**config.mk**
```make
export PLATFORM = sky130hd
export DESIGN_NAME = id_ex_stage
export DESIGN_NICKNAME = d
export VERILOG_FILES = /design/src/rtl/id_ex_stage.sv
export SDC_FILE = /design/constraint.sdc
export NUM_CORES = 1
export LEC_CHECK = 0
export ABC_AREA = 0
export ABC_CLOCK_PERIOD_IN_PS = 2350
export CAP_MARGIN = 25
export CORE_MARGIN = 1
export CORE_UTILIZATION = 37
export CTS_CLUSTER_DIAMETER = 60
export CTS_CLUSTER_SIZE = 14
export DETAILED_ROUTE_END_ITERATION = 8
export GPL_TIMING_DRIVEN = 1
export PLACE_DENSITY = 0.8
export SYNTH_ARGS = -nofsm -noshare
export SYNTH_HDL_FRONTEND = slang
export SYNTH_SLANG_ARGS = --single-unit
```
**constraint.sdc**
```tcl
create_clock -name clk -period 2.35 [get_ports clk]
set_input_delay 0.47 -clock clk [delete_from_list [all_inputs] [get_ports clk]]
set_output_delay 0.47 -clock clk [all_outputs]
set_load 0.05 [all_outputs]
```
**src/rtl/id_ex_stage.sv**
```systemverilog
// ID/EX pipeline register: decodes ALU control, selects operands and
// forwards the writeback bus at capture and while the entry is stalled.
module id_ex_stage (
    input  logic        clk,
    input  logic        rst,
    input  logic        in_valid,
    output logic        in_ready,
    input  logic [6:0]  opcode,
    input  logic [2:0]  funct3,
    input  logic        funct7b5,
    input  logic [4:0]  rs1_idx,
    input  logic [4:0]  rs2_idx,
    input  logic [4:0]  rd_idx,
    input  logic [31:0] rs1_data,
    input  logic [31:0] rs2_data,
    input  logic [31:0] imm,
    input  logic [31:0] pc,
    input  logic        wb_we,
    input  logic [4:0]  wb_rd,
    input  logic [31:0] wb_data,
    input  logic        flush,
    output logic        out_valid,
    input  logic        out_ready,
    output logic [31:0] alu_a,
    output logic [31:0] alu_b,
    output logic [3:0]  alu_ctrl,
    output logic [4:0]  rd_out,
    output logic        reg_write,
    output logic        mem_read,
    output logic        mem_write,
    output logic        illegal,
    output logic [31:0] store_data
);

    function automatic logic [3:0] alu_fn(input logic [2:0] f3,
                                          input logic f7,
                                          input logic rtype);
        logic [3:0] c;
        case (f3)
            3'b000:  c = (rtype && f7) ? 4'b0001 : 4'b0000;
            3'b001:  c = 4'b0101;
            3'b010:  c = 4'b1000;
            3'b011:  c = 4'b1001;
            3'b100:  c = 4'b0010;
            3'b101:  c = f7 ? 4'b0111 : 4'b0110;
            3'b110:  c = 4'b0100;
            default: c = 4'b0011;
        endcase
        return c;
    endfunction

    function automatic logic hit(input logic we, input logic [4:0] wrd,
                                 input logic [4:0] idx);
        return we && (wrd != 5'd0) && (wrd == idx);
    endfunction

    logic is_r, is_i, is_ld, is_st, is_lui, is_auipc;
    logic [31:0] src1, src2;
    logic [31:0] d_a, d_b, d_sd;
    logic [3:0]  d_ctrl;
    logic        d_rw, d_mr, d_mw, d_ill;
    logic        d_use_a, d_use_b, d_use_sd;

    // Which held operands are register-sourced and eligible for refresh.
    logic        use_a, use_b, use_sd;
    logic [4:0]  rs1_q, rs2_q;

    logic accept;

    assign in_ready = !out_valid || out_ready;
    assign accept   = in_valid && in_ready;

    assign is_r     = opcode == 7'b0110011;
    assign is_i     = opcode == 7'b0010011;
    assign is_ld    = opcode == 7'b0000011;
    assign is_st    = opcode == 7'b0100011;
    assign is_lui   = opcode == 7'b0110111;
    assign is_auipc = opcode == 7'b0010111;

    assign src1 = hit(wb_we, wb_rd, rs1_idx) ? wb_data : rs1_data;
    assign src2 = hit(wb_we, wb_rd, rs2_idx) ? wb_data : rs2_data;

    always_comb begin
        d_a      = '0;
        d_b      = '0;
        d_sd     = '0;
        d_ctrl   = 4'b0000;
        d_rw     = 1'b0;
        d_mr     = 1'b0;
        d_mw     = 1'b0;
        d_ill    = 1'b0;
        d_use_a  = 1'b0;
        d_use_b  = 1'b0;
        d_use_sd = 1'b0;
        unique case (1'b1)
            is_r: begin
                d_a     = src1;
                d_b     = src2;
                d_use_a = 1'b1;
                d_use_b = 1'b1;
                d_ctrl  = alu_fn(funct3, funct7b5, 1'b1);
                d_rw    = rd_idx != 5'd0;
            end
            is_i: begin
                d_a     = src1;
                d_b     = imm;
                d_use_a = 1'b1;
                d_ctrl  = alu_fn(funct3, funct7b5, 1'b0);
                d_rw    = rd_idx != 5'd0;
            end
            is_ld: begin
                d_a     = src1;
                d_b     = imm;
                d_use_a = 1'b1;
                d_rw    = rd_idx != 5'd0;
                d_mr    = 1'b1;
            end
            is_st: begin
                d_a      = src1;
                d_b      = imm;
                d_sd     = src2;
                d_use_a  = 1'b1;
                d_use_sd = 1'b1;
                d_mw     = 1'b1;
            end
            is_lui: begin
                d_b  = imm;
                d_rw = rd_idx != 5'd0;
            end
            is_auipc: begin
                d_a  = pc;
                d_b  = imm;
                d_rw = rd_idx != 5'd0;
            end
            default: d_ill = 1'b1;
        endcase
    end

    always_ff @(posedge clk) begin
        if (rst) begin
            out_valid  <= 1'b0;
            alu_a      <= '0;
            alu_b      <= '0;
            store_data <= '0;
            alu_ctrl   <= 4'b0000;
            rd_out     <= '0;
            reg_write  <= 1'b0;
            mem_read   <= 1'b0;
            mem_write  <= 1'b0;
            illegal    <= 1'b0;
            use_a      <= 1'b0;
            use_b      <= 1'b0;
            use_sd     <= 1'b0;
            rs1_q      <= '0;
            rs2_q      <= '0;
        end else if (flush) begin
            out_valid <= 1'b0;
        end else if (accept) begin
            out_valid  <= 1'b1;
            alu_a      <= d_a;
            alu_b      <= d_b;
            store_data <= d_sd;
            alu_ctrl   <= d_ctrl;
            rd_out     <= rd_idx;
            reg_write  <= d_rw;
            mem_read   <= d_mr;
            mem_write  <= d_mw;
            illegal    <= d_ill;
            use_a      <= d_use_a;
            use_b      <= d_use_b;
            use_sd     <= d_use_sd;
            rs1_q      <= rs1_idx;
            rs2_q      <= rs2_idx;
        end else if (out_valid && out_ready) begin
            out_valid <= 1'b0;
        end else if (out_valid) begin
            if (use_a && hit(wb_we, wb_rd, rs1_q))
                alu_a <= wb_data;
            if (use_b && hit(wb_we, wb_rd, rs2_q))
                alu_b <= wb_data;
            if (use_sd && hit(wb_we, wb_rd, rs2_q))
                store_data <= wb_data;
        end
    end

endmodule

```
==> flow_metrics.py <==
metrics = {
    "run_status": {
        "outcome": "finished clean",
    },
    "worst_setup_path": {
        "cp.arrival_ns": 2.64,
        "cp-end-kind": "flip-flop",
        "crit_fanout": 11,
        "path_class": "in -> reg",
        "reg2reg_slack_ns": 0.24,
        "path_delay_family": "compound AO/OA/AOI/OAI gates",
        "slowest_delay_ns": 0.55,
        "cp_num_buf_inv": 3,
        "crit-reg2reg-launch": "out_valid$_SDFFE_PP0P_",
        "cp-start-kind": "primary input",
        "cp.required_ns": 2.68,
        "worstSetupEndpoint": "alu_a[5]$_SDFFE_PP0P_",
        "cp-startpoint": "wb_rd[3]",
        "slowest_stage": "or4_4",
        "crit_cells": 8,
        "rr_worst_depth": 8,
        "r2r_end": "alu_a[14]$_SDFFE_PP0P_",
        "path_cells": "clkdlybuf4s15_1 -> or4_4 -> o211a_4 -> a211oi_4 -> buf_6 -> bufbuf_16 -> a222oi_1 -> a311oi_2",
    },
    "synth": {
        "postSynthCellCount": 692,
        "ys_ff_latch": 122,
        "synth_area_sq_um": 6200,
        "syn_nets": 889,
        "synth_flop_cell": "dfxtp_1",
        "synthArstFlopShare_pct": 0,
        "synth_edf_count": 0,
        "ys_top_cells_by_area": "dfxtp_1 (39%), a222oi_1 (9.8%), a21oi_1 (9.7%)",
        "syn_area_per_cell_sq_um": 8.96,
        "synth.distinct_cells": 53,
        "ys_seq_area_share_pct": 39.4,
        "synth_top_area_share_pct": 39.4,
        "synth_largest_area_cell": "dfxtp_1",
        "yosys_warnings": 0,
    },
    "detailed_routing": {
        "via_per_inst": 6.08,
        "dr.pass1.iters": 6,
        "wire_per_inst_um": 22.4,
        "drtIter0Drc": 707,
        "vias": 7523,
        "drc": 0,
        "drtAntennaViolNets": 0,
        "routed_wl_um": 27700,
    },
    "clock_tree": {
        "cts_root_buffer": "clkbuf_16",
        "path_clk_slew_ns": 0.06,
        "cts.sinks": 122,
        "clockBufferDepth": 2,
        "cts_hold_buf": 0,
        "clock_latency_ns": 0.42,
        "cts_tree": "yes",
        "cts_htree_levels": 4,
        "cts_buffers": 17,
    },
    "sta": {
        "fin_hold_ws_ns": 0.453,
        "skew_ns": 0.0104,
        "setup_viol": 0,
        "fin_ws_ns": 0.0433,
        "rsz0062_at_grt": "false",
        "relSlewSlack_pct": 41.3,
        "max_freq_mhz": 434,
        "slew_violations": 0,
        "min_period_ns": 2.31,
        "fin_crit_sh_pct": 98.2,
        "hold_violations": 0,
        "tightest_slew_ns": 0.881,
    },
    "floorplan": {
        "dieArea_sq_um": 17300,
        "ios": 308,
        "die_h_um": 131,
        "core_area_sq_um": 16100,
        "start_util_pct": 38.5,
        "rows": 46,
        "die_w_um": 131,
    },
    "power": {
        "p_int_w": 0.00463,
        "power_density_nw_per_um2": 627,
        "power_switching_w": 0.00207,
        "max-vdd-ir-drop_v": 0.000501,
        "pwr-share-clk_pct": 40.3,
        "p_leak_nw": 3.87,
        "switching_share_pct": 30.9,
        "p_seq_share_pct": 33.8,
        "combPwrFrac_pct": 25.8,
    },
    "global_route": {
        "grt_max_degree": 60,
        "grt_pass1_vias": 7351,
        "grt_overflow_total": 0,
        "grt_usage_pct": 31.4,
        "antenna_found_initial": 0,
        "grt_pass1_wl_um": 42000,
    },
    "place": {
        "pre_cts_slack_ns": -0.535,
        "port_buffers": 307,
        "dp_cells": 1202,
        "gp_congestion": 0.964,
        "dp_hpwl_um": 19700,
    },
    "layout": {
        "drive_gt1_share_pct": 15.9,
        "fin_util_pct": 66.4,
        "area_growth_pct": 72.5,
        "diodes": 0,
        "layout.cells.non_filler": 1238,
        "final_nets": 1206,
    },
    "min_path": {
        "holdCritPathClass": "reg -> reg",
    },
    "flow_run": {
        "maxCapViolations": 0,
    },
}
==> Yosys cell counts, drive strengths merged (2+ instances only) <==
cell and number:
dfxtp 122, a21oi 120, nand2 74, clkbuf 65
o31ai 62, a222oi 61, a22oi 34, a311oi 33
buf 19, xnor2 14, nor2 13, inv 8
nand3 8, nor4 6, o21ai 6, xor2 6
nor3 4, and2 3, a31oi 2, a41o 2
and3 2, and3b 2, nor2b 2, or2 2
or4 2
==> layer usage <==
metal	GRT usage (%)	share of wire (%)	vias to the layer above
li1	-	-	3404
met1	38.4	41	3595
met2	50.2	47	455
met3	9.61	9.2	69
met4	14.7	3.3	0
met5	0	0	-
==> cells by family after synthesis <==
| group | after synthesis | share of synthesized area [%] |
|---|---|---|
| AO/OA/AOI/OAI | 331 | 41.7 |
| buffers and inverters | 92 | 6.31 |
| XOR/XNOR | 20 | 2.82 |
| multiplexers | 1 | 0.182 |
| AND/OR/NAND/NOR | 126 | 9.64 |
| flip-flops | 122 | 39.4 |
==> stage by stage <==
step,cell area (sq um),total power [W],TNS (ns)
floorplan,6200,0.00317,-0.550
global placement,10000,0.00400,-43.22
detailed placement,10000,0.00401,-45.65
CTS,10700,0.00672,0
global route,10700,0.00692,0
finish,10700,0.00671,0
==> power groups by stage <==
stage	registers, W	logic [W]	clock network, W
after floorplan	0.00270	0.000465	0
after global placement	0.00231	0.00169	0
after detailed placement	0.00231	0.00170	0
after CTS	0.00227	0.00172	0.00273
after global routing	0.00228	0.00181	0.00283
final	0.00227	0.00173	0.00270
==> worst reg2reg max path, delay by kind of cell, from the launching register on <==
kind            cells  cell delay [ns]
simple gates        3             0.74
compound gates      2             0.46
flops               1             0.33
buf+inv             3             0.49
==> worst min path at each step <==
stage,start,endpoint,slack (ns),cells past startpoint
2_1_floorplan,rs1_q[0]$_SDFFE_PP0P_,rs1_q[0]$_SDFFE_PP0P_,0.45,2
4_1_cts,alu_ctrl[3]$_SDFFE_PP0P_,alu_ctrl[3]$_SDFFE_PP0P_,0.45,2
3_5_place_dp,rd_out[2]$_SDFFE_PP0P_,rd_out[2]$_SDFFE_PP0P_,0.45,2
6_report,alu_ctrl[2]$_SDFFE_PP0P_,alu_ctrl[2]$_SDFFE_PP0P_,0.45,2
3_3_place_gp,alu_ctrl[3]$_SDFFE_PP0P_,alu_ctrl[3]$_SDFFE_PP0P_,0.44,2
5_1_grt,alu_ctrl[1]$_SDFFE_PP0P_,alu_ctrl[1]$_SDFFE_PP0P_,0.47,2
==> area by class of cell <==
type / instances / area (sq um)
clock buffer: 18 / 429
clock inverter: 14 / 173
inverter: 8 / 30.0
timing repair buffer: 382 / 3890
multi-input combinational: 478 / 3470
fill: 1334 / 5420
sequential: 122 / 2440
tap: 216 / 270
==> layout by cell type (no fill, tap or decap), types with 5 or more instances in the layout <==
master           instances
clkdlybuf4s50_1        300
dfxtp_1                121
a21oi_1                119
nand2_1                 73
o31ai_1                 62
a222oi_1                61
buf_4                   54
a22oi_1                 34
a311oi_2                30
buf_12                  19
clkbuf_16               17
xnor2_1                 14
nor2_1                  12
nand3_1                  8
inv_1                    6
xor2_1                   6
o21ai_0                  5
clkinvlp_4               5
==> timing repair <==
item,CTS,global route
setup endpoints to repair,91,13
pin swaps,4,6
cloned,1,0
buffers inserted,2,1
resized for setup,8,8
==> state kept, by name, summed over array words and instances (netlist names) <==
name and count:
alu_ctrl 4, rd_out 5, mem_read 1, illegal 1, rs1_q 5, alu_a 32
use_sd 1, rs2_q 5, store_data 32, use_b 1, reg_write 1, use_a 1
alu_b 32, out_valid 1
Power figures use the tool's default switching activity.
